## config.mk

```make
export PLATFORM = sky130hd
export DESIGN_NAME = demo_scene_sequencer
export DESIGN_NICKNAME = d
export VERILOG_FILES = /design/src/rtl/demo_scene_sequencer.sv
export SDC_FILE = /design/constraint.sdc
export NUM_CORES = 1
export LEC_CHECK = 0
export CAP_MARGIN = 20
export CORE_MARGIN = 2
export CORE_UTILIZATION = 50
export CTS_BUF_LIST = sky130_fd_sc_hd__clkbuf_8
export DETAILED_ROUTE_END_ITERATION = 10
export PLACE_DENSITY = 0.75
export SLEW_MARGIN = 20
export SYNTH_ARGS = -nofsm -noshare
export SYNTH_HDL_FRONTEND = slang
export SYNTH_SLANG_ARGS = --single-unit
export TNS_END_PERCENT = 1
```

## constraint.sdc

```tcl
create_clock -name clk -period 5.2 [get_ports clk]
set_input_delay 1.04 -clock clk [delete_from_list [all_inputs] [get_ports clk]]
set_output_delay 1.04 -clock clk [all_outputs]
set_load 0.03 [all_outputs]
```

## src/rtl/demo_scene_sequencer.sv

```systemverilog
// demo_scene_sequencer: frame-synchronous scene scheduler for the demo kit.
// Rotates through NUM_SCENES effects, fading each one in, holding it at full
// brightness for SCENE_FRAMES frames, then fading it out before moving on.
// A skip pulse cuts the current scene short by jumping straight to fade-out.
module demo_scene_sequencer #(
    parameter int NUM_SCENES   = 4,   // 2..8
    parameter int SCENE_FRAMES = 240  // 1..255
) (
    input  logic       clk,
    input  logic       rst,
    input  logic       frame_tick,
    input  logic       pause,
    input  logic       skip,
    output logic [2:0] scene,
    output logic [3:0] brightness,
    output logic [7:0] frame_count,
    output logic [1:0] phase,
    output logic       scene_start
);

    typedef enum logic [1:0] {
        FADE_IN  = 2'd0,
        HOLD     = 2'd1,
        FADE_OUT = 2'd2,
        SWITCH   = 2'd3
    } phase_t;

    localparam logic [2:0] LAST_SCENE = 3'(NUM_SCENES - 1);
    localparam logic [7:0] HOLD_LAST  = 8'(SCENE_FRAMES - 1);

    phase_t     state;
    logic [7:0] hold_cnt;
    logic       tick_ok;

    // A frame tick only counts when not paused and not in the one-cycle switch.
    assign tick_ok = frame_tick && !pause && (state != SWITCH);

    // The phase output is the state register itself, so it stays registered.
    assign phase = state;

    // Scene sequencing: phase transitions, fade level, counters and start pulse.
    // NOTE: non-blocking assignments throughout, so every output is a plain
    // register sampled at the edge and the branch order below cannot race.
    always_ff @(posedge clk or posedge rst) begin
        if (rst) begin
            state       <= FADE_IN;
            scene       <= 3'd0;
            brightness  <= 4'd0;
            frame_count <= 8'd0;
            hold_cnt    <= 8'd0;
            scene_start <= 1'b0;
        end else begin
            scene_start <= 1'b0;

            // Frames spent in the current scene; saturates rather than wraps.
            if (tick_ok && frame_count != 8'hFF) begin
                frame_count <= frame_count + 8'd1;
            end

            case (state)
                FADE_IN: begin
                    // Skip takes priority and freezes the fade level for this cycle.
                    if (skip) begin
                        state <= FADE_OUT;
                    end else if (tick_ok && brightness != 4'hF) begin
                        brightness <= brightness + 4'd1;
                        if (brightness == 4'hE) begin
                            state    <= HOLD;
                            hold_cnt <= 8'd0;
                        end
                    end
                end

                HOLD: begin
                    if (tick_ok) begin
                        hold_cnt <= hold_cnt + 8'd1;
                    end
                    if (skip || (tick_ok && hold_cnt == HOLD_LAST)) begin
                        state <= FADE_OUT;
                    end
                end

                FADE_OUT: begin
                    // Skip is deliberately ignored here; the scene is already ending.
                    // A fade-out entered at level 0 (skip before any tick) still
                    // finishes on the next accepted tick instead of stalling.
                    if (tick_ok) begin
                        if (brightness != 4'h0) begin
                            brightness <= brightness - 4'd1;
                        end
                        if (brightness <= 4'h1) begin
                            state <= SWITCH;
                        end
                    end
                end

                SWITCH: begin
                    scene       <= (scene == LAST_SCENE) ? 3'd0 : scene + 3'd1;
                    frame_count <= 8'd0;
                    scene_start <= 1'b1;
                    state       <= FADE_IN;
                end

                default: state <= FADE_IN;
            endcase
        end
    end

endmodule

```

[After elaboration in Yosys (flattened, before gate mapping)]
Index checks and enable logic that the tools add are counted.
Cells by class
  add/subtract/negate cells: 5
  magnitude comparators: 1
  eq/ne operators: 19
  muxes and demuxes: 21
  reductions and logical operators: 15
Operator list (number)
  $mux W8: 6
  $ne A2 B2 Y1 const B: 9
  $add A8 B1 Y8 const B: 2
  $mux W4: 4
  $pmux W8 S2: 1
  $reduce_and A5 Y1: 3
  $mux W2: 6
  $eq A8 B8 Y1 const B: 1
  $ne A8 B8 Y1 const B: 1
  $pmux W2 S4: 1
  $pmux W4 S2: 1
  $ne A3 B3 Y1 const B: 2
  $reduce_bool A2 Y1: 3
  $logic_and A1 B1 Y1: 5
  $add A4 B1 Y4 const B: 1
  $eq A2 B2 Y1 const B: 2
  $eq A4 B4 Y1 const B: 1
  $le A4 B1 Y1 const B: 1
  $ne A4 B4 Y1 const B: 1
  $reduce_bool A4 Y1: 1
  $sub A4 B1 Y4 const B: 1
  $add A3 B1 Y3 const B: 1
  $eq A3 B2 Y1 const B: 1
  $mux W3: 1
  other kinds (5): 5
Storage, ports and cells
  bits in registers: 26
  input bits: 5

[Longest topological paths before layout]
Gate-level depths: netlist (run 1).
  depth in word-level cells: 7
  depth in mapped cells: 7
  depth with buffers taken out: 6

[Worst setup path before layout (run 1)]
OpenSTA, ideal clock, no wires.
  path kind: input port to flip-flop
  start: input pause
  end: register frame_count[6]
  setup time: 0.135 ns
  arrival: 2.133 ns
  setup slack: 2.932 ns
  stages: 5
  path through: or3b_1 clkbuf_1 clkbuf_1 o41ai_1 a21oi_1
Between the ends
  cells in the longest elaborated chain, start to end: 5
Ends and longest elaborated chain
  from (decl): line 12  | input logic pause,
  $logic_not A1 Y1: line 36  | assign tick_ok = frame_tick && !pause && (state != SWITCH);
  $logic_and A1 B1 Y1 (2 in a row): line 36
  $logic_and A1 B1 Y1: line 56  | if (tick_ok && frame_count != 8'hFF) begin
  $reduce_bool A2 Y1 (no line)
  to (signal assigned): line 57  | frame_count <= frame_count + 8'd1;
  to (decl): line 16  | output logic [7:0] frame_count,
No other way between the ends.
A chain may end at the register's enable or synchronous reset.

[Worst setup path after layout (run 1)]
  start: input frame_tick
  end: register state[1], in the netlist phase[1]
Between the ends
  cells in the longest elaborated chain, start to end: 6
  elaborated cells on any way between the ends: 9
  classes of those cells: eq/ne: 3; reduce/logical: 6
Ends and longest elaborated chain
  from (decl): line 11  | input logic frame_tick,
  $logic_and A1 B1 Y1 (*) (2 in a row): line 36
  $logic_and A1 B1 Y1: line 78  | if (skip || (tick_ok && hold_cnt == HOLD_LAST)) begin
  $logic_or A1 B1 Y1: line 78
  $ne A2 B2 Y1 (no line)
  $reduce_and A5 Y1 (no line) (*)
  to (signal assigned): line 79  | state <= FADE_OUT;
  to (signal assigned): line 92  | state <= SWITCH;
  to (signal assigned): line 101  | state <= FADE_IN;
  to (decl): line 31  | phase_t state;
Mark *: on every way between the ends. The rest lies on a longest branch, timed or not.

==> out/metrics.csv, run 1 <==
stage;metric;value;unit
sta;skew;1.14;ps
final_layout;nNetsFinal;193;
setup_path;reg2reg_slack;2770;ps
cts;clock_path_buffers;2;
power;ir_drop;340;uV
final_layout;area_delta_synth_final;20.7;%
run_status;status;finished with violations;
logic_synthesis;synth_area_per_cell;9.71;sq um
grt;antenna_found_initial;0;
detailed_routing;wl_per_cell;15.0;um
floorplanning;dieArea;3470;sq um
grt;grt_max_degree;27;
floorplanning;io_pins;23;
worst_hold_path;worstHoldStart;hold_cnt[7];
setup_path;path_class;in2reg;
setup_path;worstSetupEndpointType;register;
power;p_per_area;530;nW/um^2
logic_synthesis;synth-edff-count;0;
grt;grt_pass1_vias;1193;
logic_synthesis;yosys.area.top_type;dfrtp_1;
placed_design;postPlaceCellArea;1750;sq um
sta;slew_violations;0;
grt;overflow;0;
sta;post-route-period-util;52.0;%
floorplanning;coreArea;2810;sq um
cts;cts_max_level;1;
setup_path;ff2ff_path_depth;5;
cts;hold_buffers;0;
final_layout;drive_gt1_share;3.41;%
setup_path;r2r_end;phase[1];
detailed_routing;ant_nets;0;
floorplanning;die_x;58.9;um
setup_path;r2r_start;phase[1];
sta;tns;0;ps
logic_synthesis;synth_top_area_share;43.2;%
worst_hold_path;holdPathEnd;hold_cnt[7];
logic_synthesis;synth_most_common_cell;dfrtp_1;
logic_synthesis;postSynth.asyncResetShare;100;%
placed_design;dp_hpwl;2210;um
final_layout;fillCellCount;240;
sta;tightest_slew;938;ps
final_layout;seq_area;651;sq um
sta;slew_headroom;37.1;%
worst_hold_path;hold_depth;1;
final_layout;fin_area;1820;sq um
cts;cts_resized;0;
logic_synthesis;synth-main-ff-cell;dfrtp_1;
floorplanning;start_util;53.7;%
final_layout;multi_input_area;787;sq um
sta;rsz0062_at_grt;no;
detailed_routing;firstDrtPassIters;7;
run_status;violations;design-rule violations;
logic_synthesis;synth_cell_types;38;
setup_path;setup.worst_path.start_class;primary input;
cts;cts_buffers;3;
cts;cts_tree;built;
setup_path;cp-startpoint;frame_tick;
logic_synthesis;synth.net_count;171;
floorplanning;rows;19;
setup_path;arrival;2870;ps
logic_synthesis;synth.area.top_cells;dfrtp_1 (43%), ha_1 (9.1%), o31ai_1 (5.0%);
detailed_routing;num_vias;1233;
cts;cts_setup_buffers;0;
placed_design;portBuffers;22;
logic_synthesis;yosys-top-cells-count;dfrtp_1 (26), inv_1 (13), ha_1 (11);
detailed_routing;drt_wl_total;3100;um
sta;clock.fmax;0.370;GHz
logic_synthesis;syn_inst;155;
grt;grt_first_pass_wirelength;5270;um
cts;cts-root-buf;clkbuf_8;
worst_hold_path;hp-class;reg2reg;
detailed_routing;drc;1;
final_layout;antenna_cells;0;
placed_design;routabilityCongestion;0.778;
detailed_routing;via_per_inst;5.96;
power;p_leak;0.775;nW
sta;setup_violations;0;
sta;period_needed;2700;ps
cts;insertion_delay;280;ps
logic_synthesis;ys_warn_count;0;
logic_synthesis;synth-seq-cells;26;
logic_synthesis;netlist_area;1510;sq um
floorplanning;die_y;58.9;um
logic_synthesis;yosysSeqAreaShare;43.2;%
setup_path;crit_required;5370;ps
detailed_routing;drt_iter0_drc;60;
setup_path;crit_fanout;15;
run;drv_cap;0;
cts;clk_pin_slew;90;ps
sta;hold_viol;0;
grt;globalRouteTotalUtil;19.9;%
cts;clkSinkCount;26;
per-stage QoR:
step	power [mW]	hold WS (ps)	worst slack (ps)	util (%)	cells
finish	0.964	497	2500	64.8	207
global route	1.04	523	2400	64.8	207
CTS	0.968	496	2500	64.8	207
detailed placement	0.795	483	2220	62.2	203
global placement	0.777	478	2310	62.2	203
floorplan	0.639	453	2930	-	155
registers in the layout (all words and copies together) (netlist names):
signal,cells
brightness,4
frame_count,8
hold_cnt,8
phase,2
scene,3
scene_start,1
cell families (layout without fill, tap and decap cells):
group,Yosys count,in the layout,share of synthesized area (%)
AO/OA/AOI/OAI,45,45,20.5
XOR/XNOR,7,7,4.07
adder cells (fa/ha/maj),11,11,9.14
buffers and inverters,18,39,4.49
flip-flops,26,26,43.2
multiplexers,2,2,1.33
AND/OR/NAND/NOR,46,46,17.2
layer usage:
metal,wire length (um),vias to the layer above,track usage [%]
met5,0,-,0
met4,50,0,7.79
met3,63,4,2.64
met2,1470,12,32.7
met1,1520,609,26.5
li1,-,608,-
cell usage in the layout, fill, tap and decap left out, types with 2 or more instances in the layout:
| cell | count |
|---|---|
| and3_1 | 3 |
| o211ai_1 | 2 |
| nand3_1 | 6 |
| o41ai_1 | 3 |
| clkbuf_8 | 3 |
| o21ai_0 | 10 |
| or3_1 | 2 |
| a2bb2oi_1 | 3 |
| and2_1 | 2 |
| nand2b_1 | 2 |
| nand3b_1 | 2 |
| dfrtp_1 | 26 |
| o31ai_1 | 10 |
| clkdlybuf4s50_1 | 22 |
| ha_1 | 11 |
| a21oi_1 | 4 |
| nand4_1 | 4 |
| o21ai_1 | 5 |
| nand2_1 | 9 |
| mux2i_1 | 2 |
| xnor2_1 | 4 |
| xor2_1 | 3 |
| inv_1 | 12 |
| nand4b_1 | 2 |
| nor2_1 | 8 |
layout make-up:
type,instances,area share [%]
flip-flops and latches,26,35.8
clock buffers,3,2.27
inverters,13,2.69
clock inverters,1,1.65
multi-input cells,111,43.3
well taps,31,2.13
repair buffers,22,12.1
worst max-delay path by stage:
stage / endpoint / slack, ps / depth (start not counted)
2_1_floorplan: frame_count[6] / 2930 / 5
3_3_place_gp: phase[1] / 2310 / 5
3_5_place_dp: phase[1] / 2220 / 5
4_1_cts: phase[1] / 2500 / 5
5_1_grt: phase[1] / 2400 / 5
6_report: phase[1] / 2500 / 5
where the power goes:
part	total [mW]	internal (mW)	switching [mW]
Combinational	0.476	0.194	0.282
Sequential	0.316	0.254	0.0615
Clock	0.172	0.103	0.0688
Total	0.964	0.552	0.412
worst max-delay path, stage by stage:
cell             delay (ps)
clkdlybuf4s50_1         470
or3b_1                  570
o311ai_1                470
nand3_1                 160
o2bb2ai_1               160
Power figures use the tool's default switching activity.
==> inputs of run 2 (changes only) <==
PLACE_DENSITY = 0.78   (was 0.75)
clock period = 2.25 ns   (was 5.2 ns; I/O delays follow)
==> run 2 against run 1 <==
  * The run now ends clean
  * Register-to-register slack worse by 2500 ps
  * Wire length up 0.19%
  * Clock power increased by 53%
  * Utilization did not move
  * Highest routed layer unchanged
  * First-iteration DRC count shrank 33%
  * Critical endpoint unchanged
  * Cell count is 1.4% higher
  * Via count rose by 0.49%
  * Sequential share of layout area did not move
  * Total power rose by 120%
  * Hold slack lost 8.4 ps
  * Clock-buffer cell count stayed put
==> out/metrics.csv, run 2 (synthesized netlist as in run 1, its figures left out) <==
stage;metric;value;unit;change
floorplanning;io_pins;23;;unchanged
run_status;status;finished clean;;
setup_path;arrival;2140;ps;-730 ps
placed_design;dp_cells;207;;+2.0%
power;p_clk_share;12.6;%;-5.2 points
setup_path;r2r_end;phase[1];;
cts;cts_resized;0;;unchanged
run;drv_cap;0;;unchanged
grt;grt_max_degree;27;;unchanged
detailed_routing;wl_per_cell;14.8;um;-1.2%
placed_design;postPlaceCellArea;1780;sq um;+1.7%
detailed_routing;firstDrtPassIters;4;;-3
sta;slew_headroom;52.4;%;+15 points
power;switching_share;44.5;%;+1.7 points
floorplanning;coreArea;2810;sq um;unchanged
cts;insertion_delay;270;ps;about the same
detailed_routing;ant_nets;0;;unchanged
worst_hold_path;hp-class;reg2reg;;
sta;post-route-period-util;87.9;%;
cts;hold_buffers;0;;unchanged
final_layout;final_cells;210;;+1.4%
setup_path;reg2reg_slack;270;ps;-2500 ps
power;pwr-share-comb;52.7;%;+3.3 points
worst_hold_path;worstHoldStart;hold_cnt[7];;
power;p_int;1.17;mW;+110%
detailed_routing;drt_wl_total;3110;um;+0.19%
detailed_routing;drt_iter0_drc;40;;-33%
placed_design;routabilityCongestion;0.798;;+2.5%
floorplanning;die_x;58.9;um;unchanged
placed_design;portBuffers;22;;unchanged
sta;tightest_slew;712;ps;-226 ps
cts;cts_buffers;3;;unchanged
sta;hold_viol;0;;unchanged
power;p_sw;0.938;mW;+130%
cts;cts_setup_buffers;0;;unchanged
final_layout;reg_top3;frame_count x8, hold_cnt x8, brightness x4;;
setup_path;ff2ff_path_depth;5;;unchanged
sta;clock.fmax;0.506;GHz;
floorplanning;rows;19;;unchanged
cts;clock_path_buffers;2;;unchanged
cts;clkSinkCount;26;;unchanged
sta;skew;4.57;ps;+3.42 ps
setup_path;r2r_start;phase[0];;
setup_path;crit_end;phase[1];;
floorplanning;die_y;58.9;um;unchanged
final_layout;final_cell_mix;dfrtp_1 (26), clkdlybuf4s50_1 (22), inv_1 (13), ha_1 (11);;
sta;rsz0062_at_grt;no;;
cts;clk_pin_slew;90;ps;about the same
grt;antenna_found_initial;0;;unchanged
setup_path;cp-startpoint;phase[0];;
detailed_routing;drc;0;;-1
cts;cts-root-buf;clkbuf_8;;
setup_path;crit_required;2410;ps;-2960 ps
floorplanning;start_util;53.7;%;unchanged
power;seqPwrFrac;34.8;%;+2.0 points
setup_path;crit_fanout;6;;-9
power;ir_drop;754;uV;+120%
grt;globalRouteTotalUtil;19.5;%;-0.36 points
sta;setup_violations;0;;unchanged
detailed_routing;via_per_inst;5.90;;-0.95%
setup_path;worstSetupEndpointType;register;;
final_layout;nNetsFinal;197;;+2.1%
power;p_per_area;1160;nW/um^2;+120%
power;p_leak;0.784;nW;+1.2%
final_layout;area_delta_synth_final;20.7;%;unchanged
final_layout;antenna_cells;0;;unchanged
grt;grt_first_pass_wirelength;5240;um;-0.65%
floorplanning;dieArea;3470;sq um;unchanged
sta;slew_violations;0;;unchanged
final_layout;drive_gt1_share;5.03;%;+1.6 points
cts;cts_tree;built;;
setup_path;setup.worst_path.start_class;register;;
final_layout;final_common_cell;dfrtp_1;;
sta;hold_slack;489;ps;-8.40 ps
grt;overflow;0;;unchanged
detailed_routing;num_vias;1239;;+0.49%
grt;grt_pass1_vias;1160;;-2.8%
sta;period_needed;1980;ps;
power;total_power;2.11;mW;+120%
cts;cts_max_level;1;;unchanged
placed_design;dp_hpwl;2280;um;+3.2%
sta;tns;0;ps;unchanged
final_layout;fin_area;1820;sq um;unchanged
setup_path;path_class;reg2reg;;
run 2: changes by cell type in the layout (fill, tap and decap cells not counted), sizes merged:
| cell | delta |
|---|---|
| bufinv | -1 |
| buf | +4 |
| clkinv | -1 |
| inv | +1 |
run 2: per-stage QoR:
| step | worst slack, ps | utilization [%] |
|---|---|---|
| 2_1_floorplan | 180 | - |
| 3_3_place_gp | 128 | 63.3 |
| 3_5_place_dp | 26.0 | 63.3 |
| 4_1_cts | 279 | 64.8 |
| 5_1_grt | 137 | 64.8 |
| 6_report | 273 | 64.8 |
run 2: how the worst min path moves through the flow:
stage                       end  slack (ps)  depth (start not counted)
finish              hold_cnt[7]         490                          1
global placement    hold_cnt[7]         480                          1
floorplan           hold_cnt[7]         450                          1
global route        hold_cnt[7]         510                          1
detailed placement  hold_cnt[7]         480                          1
CTS                 hold_cnt[7]         490                          1
run 2: layout make-up:
type | instances | area [sq um]
clock buffers | 3 | 41.3
fillers | 231 | 988
inverters | 13 | 48.8
multi-input cells | 111 | 787
flip-flops and latches | 26 | 651
well taps | 31 | 38.8
repair buffers | 26 | 250
run 2: per-layer routing:
layer,wire (um),GRT usage [%],vias up
met1,1510,26.6,602
met2,1500,32.2,15
met5,0,0,-
li1,-,-,618
met4,27,5.19,0
met3,72,3.30,4
run 2: power by group through the flow:
stage,clock (mW),combinational (mW),sequential (mW)
2_1_floorplan,0,0.565,0.912
3_3_place_gp,0,1.08,0.735
3_5_place_dp,0,1.11,0.739
4_1_cts,0.270,1.12,0.734
5_1_grt,0.285,1.23,0.754
6_report,0.264,1.11,0.733
run 2: critical path, cell delays in order, from the launching register on:
cell,delay (ps)
dfrtp_1,440
ha_1,230
or3b_1,480
o311ai_1,400
nand3_1,160
o2bb2ai_1,150
==> inputs of run 3 (changes only) <==
ABC_AREA = 1   (was default)
PLACE_DENSITY = 0.76   (was 0.78)
==> run 3 against run 2 <==
  * Largest power group unchanged
  * Clock skew decreased by 2.5 ps
  * Total power increased by 17%
  * Combinational power increased by 27%
  * Setup slack improved by 38 ps
  * Clock power increased by 14%
  * Critical path depth decreased by 4
  * Global-route usage decreased by 1.8 points
  * Sequential power increased by 2%
  * Die area increased by 16%
  * Clock-buffer cell count increased by 1
  * Largest cell class unchanged
  * Flip-flop and latch count unchanged
  * Synthesized area increased by 17%
==> out/metrics.csv, run 3 <==
stage;metric;value;unit;change
sta;clock.fmax;0.516;GHz;+2.0%
grt;antenna_found_initial;0;;unchanged
placed_design;portBuffers;22;;unchanged
floorplanning;dieArea;4020;sq um;+16%
cts;cts-root-buf;clkbuf_8;;
detailed_routing;wl_met3;91;um;+26%
detailed_routing;wl_per_cell;10.7;um;-28%
cts;hold_buffers;0;;unchanged
detailed_routing;drc;0;;unchanged
placed_design;dp_hpwl;2430;um;+6.9%
detailed_routing;drt-met1-wl;1580;um;+4.6%
setup_path;worstSetupEndpointType;output pin;;
final_layout;final_common_cell;nand2_1;;
logic_synthesis;yosys.area.top_type;dfrtp_1;;
grt;grt_max_degree;27;;unchanged
cts;cts_setup_buffers;0;;unchanged
logic_synthesis;synth-main-ff-cell;dfrtp_1;;
final_layout;nNetsFinal;267;;+36%
power;p_clk_share;12.2;%;-0.4 points
setup_path;critPathTopFamily;buffers and inverters;;
logic_synthesis;synth_cell_types;29;;-24%
power;p_int;1.29;mW;+11%
setup_path;critPathSlowestCell;clkdlybuf4s50_1;;
floorplanning;rows;21;;+2
floorplanning;die_y;63.4;um;+7.8%
setup_path;crit_required;1800;ps;-610 ps
power;pwr-share-comb;57.4;%;+4.7 points
floorplanning;die_x;63.4;um;+7.8%
cts;clkSinkCount;26;;unchanged
cts;cts_tree;built;;
run_status;status;finished clean;;
floorplanning;io_pins;23;;unchanged
run;drv_cap;0;;unchanged
sta;hold_slack;525;ps;+36.0 ps
final_layout;reg_top3;frame_count x8, hold_cnt x8, brightness x4;;
cts;cts_max_level;1;;unchanged
setup_path;worst-path-buf-inv;1;;+1
logic_synthesis;netlist_area;1770;sq um;+17%
logic_synthesis;yosysSeqAreaShare;36.8;%;-6.4 points
placed_design;routabilityCongestion;0.865;;+8.5%
sta;slew_violations;0;;unchanged
logic_synthesis;syn_inst;227;;+46%
final_layout;final_cell_mix;nand2_1 (50), inv_1 (28), dfrtp_1 (26), nand3_1 (22), clkdlybuf4s50_1 (22);;
logic_synthesis;yosys-top-cells-count;nand2_1 (50), inv_1 (28), dfrtp_1 (26);;
logic_synthesis;synth_area_per_cell;7.78;sq um;-20%
detailed_routing;top_layer;met4;;
grt;grt_pass1_vias;1361;;+17%
sta;slew_headroom;75.7;%;+23 points
power;ir_drop;812;uV;+7.7%
setup_path;reg2reg_slack;390;ps;+120 ps
detailed_routing;route.met2.wl;1480;um;-1.1%
power;p_leak;0.973;nW;+24%
logic_synthesis;postSynth.asyncResetShare;100;%;unchanged
cts;cts_buffers;3;;unchanged
cts;clock_path_buffers;2;;unchanged
logic_synthesis;synth_most_common_cell;nand2_1;;
sta;skew;2.10;ps;-2.46 ps
grt;grt_first_pass_wirelength;5840;um;+11%
setup_path;ff2ff_path_depth;9;;+4
setup_path;crit_fanout;9;;+3
logic_synthesis;synth.net_count;243;;+42%
detailed_routing;ant_nets;0;;unchanged
detailed_routing;num_vias;1445;;+17%
sta;post-route-period-util;86.2;%;-1.7 points
floorplanning;coreArea;3360;sq um;+20%
final_layout;drive_gt1_share;14.0;%;+9.0 points
setup_path;cp_cell_sequence;clkdlybuf4s50_1;;
setup_path;cp.depth;1;;-4
sta;rsz0062_at_grt;no;;
setup_path;arrival;1490;ps;-650 ps
sta;setup_violations;0;;unchanged
floorplanning;start_util;52.5;%;-1.1 points
detailed_routing;drt_iter0_drc;47;;+18%
setup_path;path_class;reg2out;;
logic_synthesis;ys_warn_count;0;;unchanged
detailed_routing;drt_wl_total;3160;um;+1.8%
setup_path;max_stage_delay;720;ps;+240 ps
cts;cts_resized;0;;unchanged
power;switching_share;47.4;%;+2.9 points
logic_synthesis;synth-edff-count;0;;unchanged
sta;tns;0;ps;unchanged
logic_synthesis;synth_top_area_share;36.8;%;-6.4 points
power;seqPwrFrac;30.3;%;-4.5 points
power;p_per_area;1180;nW/um^2;+1.7%
cts;clk_pin_slew;90;ps;about the same
final_layout;area_delta_synth_final;17.9;%;
placed_design;post-place-ws;326;ps;+301 ps
setup_path;r2r_end;hold_cnt[0];;
logic_synthesis;synth-seq-cells;26;;unchanged
logic_synthesis;synth.area.top_cells;dfrtp_1 (37%), nand2_1 (11%), ha_1 (7.8%);;
setup_path;setup.worst_path.start_class;register;;
sta;hold_viol;0;;unchanged
grt;globalRouteTotalUtil;17.8;%;-1.8 points
detailed_routing;via_per_inst;4.88;;-17%
grt;overflow;0;;unchanged
worst_hold_path;hp-class;in2async;;
detailed_routing;firstDrtPassIters;4;;unchanged
setup_path;r2r_start;phase[0];;
cts;insertion_delay;260;ps;about the same
sta;tightest_slew;364;ps;-348 ps
sta;period_needed;1940;ps;-38.2 ps
power;p_sw;1.16;mW;+24%
final_layout;antenna_cells;0;;unchanged
sta;setup_ws;311;ps;+38.2 ps
[run 3: changes by cell type after synthesis, sizes merged, moves of 3 or more]
cell     change
buf          +5
clkbuf       -5
o21ai        +7
nand3       +18
o41ai        -4
nand2       +52
a2bb2oi      -3
inv         +18
o31ai       -10
and3         -3
a21oi        +3
nor2        +15
[run 3: per-stage QoR]
| stage | cell area, sq um | total power [mW] | utilization [%] | std cells |
|---|---|---|---|---|
| after floorplan | 1770 | 1.82 | - | 227 |
| after global placement | 2030 | 2.14 | 60.3 | 292 |
| after detailed placement | 2030 | 2.18 | 60.3 | 292 |
| after CTS | 2080 | 2.49 | 61.9 | 296 |
| after global routing | 2080 | 2.69 | 61.9 | 296 |
| final | 2080 | 2.46 | 61.9 | 296 |
[run 3: worst max path at each step]
stage / from / endpoint / slack (ps)
after floorplan: phase[0] / hold_cnt[0] / 450
after global placement: skip / hold_cnt[0] / 360
after detailed placement: skip / hold_cnt[0] / 330
after CTS: brightness[2] / brightness[2] / 290
after global routing: phase[0] / hold_cnt[0] / 150
final: brightness[2] / brightness[2] / 310
[run 3: logic make-up after synthesis]
logic type      count (synthesis)  synth area share (%)
compound gates                 33                  11.8
xor+xnor                        7                  3.47
fa+ha+maj                      11                  7.79
buf+inv                        37                  8.57
flops                          26                  36.8
simple gates                  113                  31.5
[run 3: power groups by stage]
stage	clock, mW	combinational (mW)	sequential, mW
3_3_place_gp	0	1.39	0.753
2_1_floorplan	0	0.915	0.900
5_1_grt	0.333	1.58	0.777
6_report	0.300	1.41	0.745
4_1_cts	0.306	1.43	0.748
3_5_place_dp	0	1.43	0.756
[run 3: final cells by class]
type / count / area, sq um
fill: 334 / 1280
multi-input combinational: 164 / 965
sequential: 26 / 651
timing repair buffer: 24 / 235
inverter: 32 / 120
tap: 46 / 57.6
clock buffer: 4 / 55.1
[run 3: layer usage]
metal	vias up	GRT usage (%)
li1	770	-
met1	647	25.2
met2	26	29.5
met3	2	1.61
met4	0	4.08
met5	-	0
